--- src/rtl/version_pkg.sv ---
// Build identification constants for the loaded bitstream.
// Regenerated by the build flow; values are BCD-style so they read naturally in hex.
package version_pkg;

  localparam logic [7:0]  MAJOR  = 8'h00;
  localparam logic [7:0]  MINOR  = 8'h00;
  localparam logic [7:0]  PATCH  = 8'h00;
  localparam logic [7:0]  BUILD  = 8'h44;
  localparam logic [15:0] YEAR   = 16'h2025;
  localparam logic [7:0]  MONTH  = 8'h11;
  localparam logic [7:0]  DAY    = 8'h11;
  localparam logic [7:0]  HOUR   = 8'h09;
  localparam logic [7:0]  MINUTE = 8'h23;
  localparam logic [7:0]  SECOND = 8'h21;

endpackage

--- src/rtl/version_reporter_pkg.sv ---
// Shared types and frame constants for version_reporter.
// VERSION_REPORTER_CHECKSUM_EN appends an XOR checksum byte to every frame.
package version_reporter_pkg;

  typedef enum logic {IDLE, SEND} state_t;

  typedef logic [3:0] index_t;

  localparam logic [7:0] C_PAYLOAD_LEN = 8'd11;

`ifdef VERSION_REPORTER_CHECKSUM_EN
  localparam int C_FRAME_LEN = 14;
`else
  localparam int C_FRAME_LEN = 13;
`endif

endpackage

--- src/rtl/version_frame_rom.sv ---
// Combinational frame-byte lookup over the build constants.
// With VERSION_REPORTER_CHECKSUM_EN, index 13 returns the constant XOR of bytes 1..12.
module version_frame_rom
  import version_reporter_pkg::*;
  import version_pkg::*;
#(
  parameter logic [7:0] SYNC_BYTE = 8'h56
) (
  input  index_t     index,
  output logic [7:0] data
);

`ifdef VERSION_REPORTER_CHECKSUM_EN
  // Folded at elaboration, so no XOR tree is built in fabric.
  localparam logic [7:0] C_CHECKSUM = C_PAYLOAD_LEN ^ MAJOR ^ MINOR ^ PATCH ^ BUILD ^
                                      YEAR[15:8] ^ YEAR[7:0] ^ MONTH ^ DAY ^
                                      HOUR ^ MINUTE ^ SECOND;
`endif

  always_comb begin
    data = 8'h00;
    case (index)
      4'd0:  data = SYNC_BYTE;
      4'd1:  data = C_PAYLOAD_LEN;
      4'd2:  data = MAJOR;
      4'd3:  data = MINOR;
      4'd4:  data = PATCH;
      4'd5:  data = BUILD;
      4'd6:  data = YEAR[15:8];
      4'd7:  data = YEAR[7:0];
      4'd8:  data = MONTH;
      4'd9:  data = DAY;
      4'd10: data = HOUR;
      4'd11: data = MINUTE;
      4'd12: data = SECOND;
`ifdef VERSION_REPORTER_CHECKSUM_EN
      4'd13: data = C_CHECKSUM;
`endif
      default: data = 8'h00;
    endcase
  end

endmodule

--- src/rtl/version_reporter.sv ---
// Streams a framed version/build-date packet on request or periodically.
// Frame length follows VERSION_REPORTER_CHECKSUM_EN (13 bytes, or 14 with checksum).
module version_reporter
  import version_reporter_pkg::*;
#(
  parameter logic [7:0] SYNC_BYTE   = 8'h56,
  parameter int         AUTO_PERIOD = 0
) (
  input  logic       clk,
  input  logic       rst,
  input  logic       req,
  output logic       busy,
  output logic       frame_done,
  output logic [7:0] m_tdata,
  output logic       m_tvalid,
  input  logic       m_tready,
  output logic       m_tlast
);

  localparam index_t C_LAST = index_t'(C_FRAME_LEN - 1);

  state_t     state;
  index_t     index;
  index_t     next_index;
  index_t     rom_index;
  logic [7:0] rom_data;
  logic       pending;
  logic       wrap;

  // The ROM is addressed by the byte to be presented after the next edge.
  assign next_index = index_t'(index + 4'd1);
  assign rom_index  = (state == SEND) ? next_index : '0;

  version_frame_rom #(
    .SYNC_BYTE (SYNC_BYTE)
  ) u_rom (
    .index (rom_index),
    .data  (rom_data)
  );

  generate
    if (AUTO_PERIOD > 0) begin : g_auto
      localparam int CW = $clog2(AUTO_PERIOD + 1);
      logic [CW-1:0] count;

      assign wrap = (count == CW'(AUTO_PERIOD - 1));

      always_ff @(posedge clk or posedge rst) begin
        if (rst) begin
          count <= '0;
        end else if (wrap) begin
          count <= '0;
        end else begin
          count <= count + CW'(1);
        end
      end
    end else begin : g_no_auto
      assign wrap = 1'b0;
    end
  endgenerate

  always_ff @(posedge clk or posedge rst) begin
    if (rst) begin
      state      <= IDLE;
      index      <= '0;
      pending    <= 1'b0;
      busy       <= 1'b0;
      frame_done <= 1'b0;
      m_tdata    <= 8'h00;
      m_tvalid   <= 1'b0;
      m_tlast    <= 1'b0;
    end else begin
      frame_done <= 1'b0;
      case (state)
        IDLE: begin
          // A wrap coinciding with req or pending is absorbed into this one frame.
          if (pending || req || wrap) begin
            state    <= SEND;
            index    <= '0;
            pending  <= 1'b0;
            busy     <= 1'b1;
            m_tvalid <= 1'b1;
            m_tdata  <= rom_data;
            m_tlast  <= 1'b0;
          end
        end
        SEND: begin
          if (req || wrap) begin
            pending <= 1'b1;
          end
          if (m_tvalid && m_tready) begin
            if (index == C_LAST) begin
              state      <= IDLE;
              busy       <= 1'b0;
              m_tvalid   <= 1'b0;
              m_tlast    <= 1'b0;
              frame_done <= 1'b1;
            end else begin
              index   <= next_index;
              m_tdata <= rom_data;
              m_tlast <= (next_index == C_LAST);
            end
          end
        end
        default: state <= IDLE;
      endcase
    end
  end

endmodule

--- config.mk ---
export PLATFORM = sky130hd
export DESIGN_NAME = version_reporter
export DESIGN_NICKNAME = d
export VERILOG_FILES = /design/src/rtl/version_pkg.sv /design/src/rtl/version_reporter_pkg.sv /design/src/rtl/version_frame_rom.sv /design/src/rtl/version_reporter.sv
export SDC_FILE = /design/constraint.sdc
export NUM_CORES = 1
export LEC_CHECK = 0
export CAP_MARGIN = 20
export CORE_MARGIN = 2
export CORE_UTILIZATION = 50
export CTS_CLUSTER_DIAMETER = 30
export DETAILED_ROUTE_END_ITERATION = 8
export PLACE_DENSITY = 0.75
export SETUP_SLACK_MARGIN = 0.02
export SYNTH_ARGS = -nofsm -noshare
export SYNTH_HDL_FRONTEND = slang
export SYNTH_SLANG_ARGS = --single-unit
--- constraint.sdc ---
create_clock -name clk -period 3.7 [get_ports clk]
set_input_delay 0.74 -clock clk [delete_from_list [all_inputs] [get_ports clk]]
set_output_delay 0.74 -clock clk [all_outputs]
set_load 0.05 [all_outputs]
==> metrics.md <==
| Metric | Value |
|---|---|
| Status | `finished, final reports clean` |
| Sequential power share | `32.2%` |
| Initial antenna violation count | `0` |
| Net Sw Frac | `just under 50%` |
| Mux contribution to synthesized area | `5.47%` |
| Kind of cell adding the most delay to the critical path | `buffers and inverters` |
| Nets | `125` |
| Crit path launch type | `flip-flop` |
| CP Data Required Time | `2.96 ns` |
| Setup bufs post-CTS | `0` |
| Area share of the largest cell type after synthesis | `slightly below 40%` |
| CP max stage delay | `0.84 ns` |
| Drt initial violations | `21` |
| Die height | `49.4 um` |
| Clk Latency, worst-skew pair | `between 0.2 and 0.3 ns` |
| DR DRC count | `0` |
| Max Slew Vio Count | `0` |
| Post-detailed-routing wire length | `2070 um` |
| Tmin final | `2.30 ns` |
| Worst reg-to-reg path cell count | `6` |
| Via count | `approximately 800` |
| Compound-gate portion of the synthesized area | `18.8%` |
| R2R setup slack | `around 1.5 ns` |
| Sw power | `0.000466 W` |
| Inserted Diodes | `0` |
| Reg area | `400 sq um` |
| Commonest non-fill, non-tap cells in the layout | `dfrtp_1 (16), clkdlybuf4s50_1 (14), nand2_1 (11), nor2_1 (11), nand3_1 (7)` |
| Slew margin rel. | `47.6%` |
| Syn Inst Count | `109` |
| Post-DR vias/cell | `5.54` |
| Number of global-route vias before repair | `720` |
| YS warnings | `0` |
| Worst Path Arrival | `1.56 ns` |
| DP Cell Count | `141` |
| Share of cells above drive strength 1 | `12.0%` |
| Die ar. | `2440 sq um` |
| Post-DR wirelength/cell | `14.4 um` |
| Fillers | `about 190` |
| DP HPWL | `1510 um` |
| Synth top area cells | `dfrtp_1 (39%), nand2_1 (4.0%), nor2_1 (4.0%)` |
| F_max | `435 MHz` |
| #FFs+latches synth | `16` |
| Cts repair resizes | `0` |
| Max-Cap Viols | `0` |
| Most common cell after layout, fill and taps aside | `dfrtp_1` |
| Clock network fraction of total power | `a little under a tenth` |
| Non-Filler Instances | `approximately 140` |
| Adder-cell share of the synthesized area | `around 2.4%` |
| Crit-path slowest cell | `clkdlybuf4s50_1` |
| Die X | `49.4 um` |
| CTS Hold Bufs | `0` |
| Io pins | `16` |
| Post-synth EDFFs | `0` |
| GRT Resource Usage Total | `19.9%` |
| Pre-CTS setup slack | `1.42 ns` |
| Setup violations, final | `0` |
| Root buffer cell | `clkbuf_4` |
| Maximum vdd drop | `0.000317 V` |
| Mapped Nets | `~120` |
| Row count | `16` |
| Depth of the CTS H-tree | `1` |
| Post-Synth Simple-Gate Area | `19.1%` |
| Drt pass-1 iters | `4` |
| Max Root-Sink Buffers | `2` |
| Worst Tran Pin Value | `approximately 0.78 ns` |
| Final period util | `62.1%` |
| CP Max Fanout | `5` |
| Gpl congestion | `0.767` |
| Hold path cells | `2` |
| Gate power share | `58.3%` |
| CTS tree | `done` |
| Area Overhead vs Synth | `13.6%` |
| Async S/R FF share, synth | `100%` |
| First-pass GRT wire length | `between 3000 and 4000 um` |
| Critical path class | `flip-flop to primary output` |
| Setup TNS | `0 ns` |
| Total grt overflow | `0` |
| Post-DRT Antenna Nets | `0` |
| Power density over cell area | `between 800 and 900 nW/um^2` |
| Cell Area, Synth | `1030 sq um` |
| Combinational family with the most area after synthesis | `simple AND/OR/NAND/NOR gates` |
| Largest net degree at the start of global routing | `17` |
| Crit path buffers/inverters | `1` |
| Unique masters post-synth | `43` |
| CORE AREA | `1960 sq um` |
| Max Clock Skew | `0.00623 ns` |
| Area of the multi-input gates | `554 sq um` |
| Reg clk slew, reported paths | `around 0.08 ns` |
| Starting density of the core | `around 52%` |
| Crit. End Element | `primary output` |
| PortBufs | `14` |
| CTS buffer count | `3` |
| Primary FF master, synth | `dfrtp_1` |
| Sequential area share after synthesis | `roughly two fifths` |
| Worst setup margin | `1.40 ns` |
| Worst path cell trace | `clkdlybuf4s50_1` |
| Power Total | `0.000962 W` |
| Synth area leader | `dfrtp_1` |
| Avg Inst Size Synth | `9.45 sq um` |
| RSZ-0062 raised after global routing | `false` |
| P_int | `0.000496 W` |
| Clk sink count | `16` |
| Final hold violation count | `0` |
| Critical path depth in cells | `1` |
| Hold Path Class | `flip-flop to flip-flop` |
| Leakage | `0.500 nW` |
| XOR/XNOR Fraction of Synth Area | `7.65%` |
==> registers in the layout (all words and copies together) (netlist names) <==
register / flops
m_tlast: 1
frame_done: 1
m_tvalid: 1
index: 4
m_tdata: 7
pending: 1
state: 1
==> through the flow <==
stage               cell area, sq um  hold slack (ns)  util (%)
floorplan                       1030            0.489         -
global placement                1150            0.467      58.5
detailed placement              1150            0.487      58.5
CTS                             1170            0.506      59.6
global route                    1170            0.532      59.6
finish                          1170            0.497      59.6
==> metal layers <==
layer / vias up / wire [um] / GRT usage, %
li1: 389 / - / -
met1: 375 / 855 / 25.6
met2: 29 / 1030 / 30.9
met3: 5 / 112 / 2.45
met4: 0 / 74 / 13.9
met5: - / 0 / 0
==> power by group through the flow <==
stage / Clock, W / Sequential [W] / Combinational, W
global placement: 0 / 0.000309 / 0.000551
global route: 0.000102 / 0.000319 / 0.000606
CTS: 0.0000927 / 0.000309 / 0.000566
finish: 0.0000916 / 0.000310 / 0.000561
detailed placement: 0 / 0.000313 / 0.000565
floorplan: 0 / 0.000399 / 0.000344
==> final timing paths <==
| path | from | to |
|---|---|---|
| max reg2reg | index[0] | m_tdata[0] |
| min | m_tdata[2] | m_tdata[2] |
| min in group asynchronous | rst | index[0] |
| min reg2reg | m_tdata[2] | m_tdata[2] |
| max in group asynchronous | rst | m_tvalid |
| max | m_tvalid | m_tvalid |
==> layout make-up <==
class	instances	area share [%]
clock buffers	3	1.93
flip-flops and latches	16	34.2
repair buffers	14	12.0
multi-input cells	79	47.4
well taps	27	2.89
inverters	5	1.60
==> cells in the mapped netlist, drive strengths merged (3+ instances only) <==
library cell,n
xor2,3
a21oi,4
nand3,8
nand2b,4
mux2i,3
nor2,11
buf,7
o21ai,5
o31ai,3
xnor2,3
inv,5
nand2,11
dfrtp,16
==> cell families after synthesis <==
family | Yosys count
xor+xnor | 6
simple gates | 40
other cells | 1
flops | 16
fa+ha+maj | 2
buf+inv | 14
compound gates | 25
mux | 5
(Power assumes the default switching activity.)
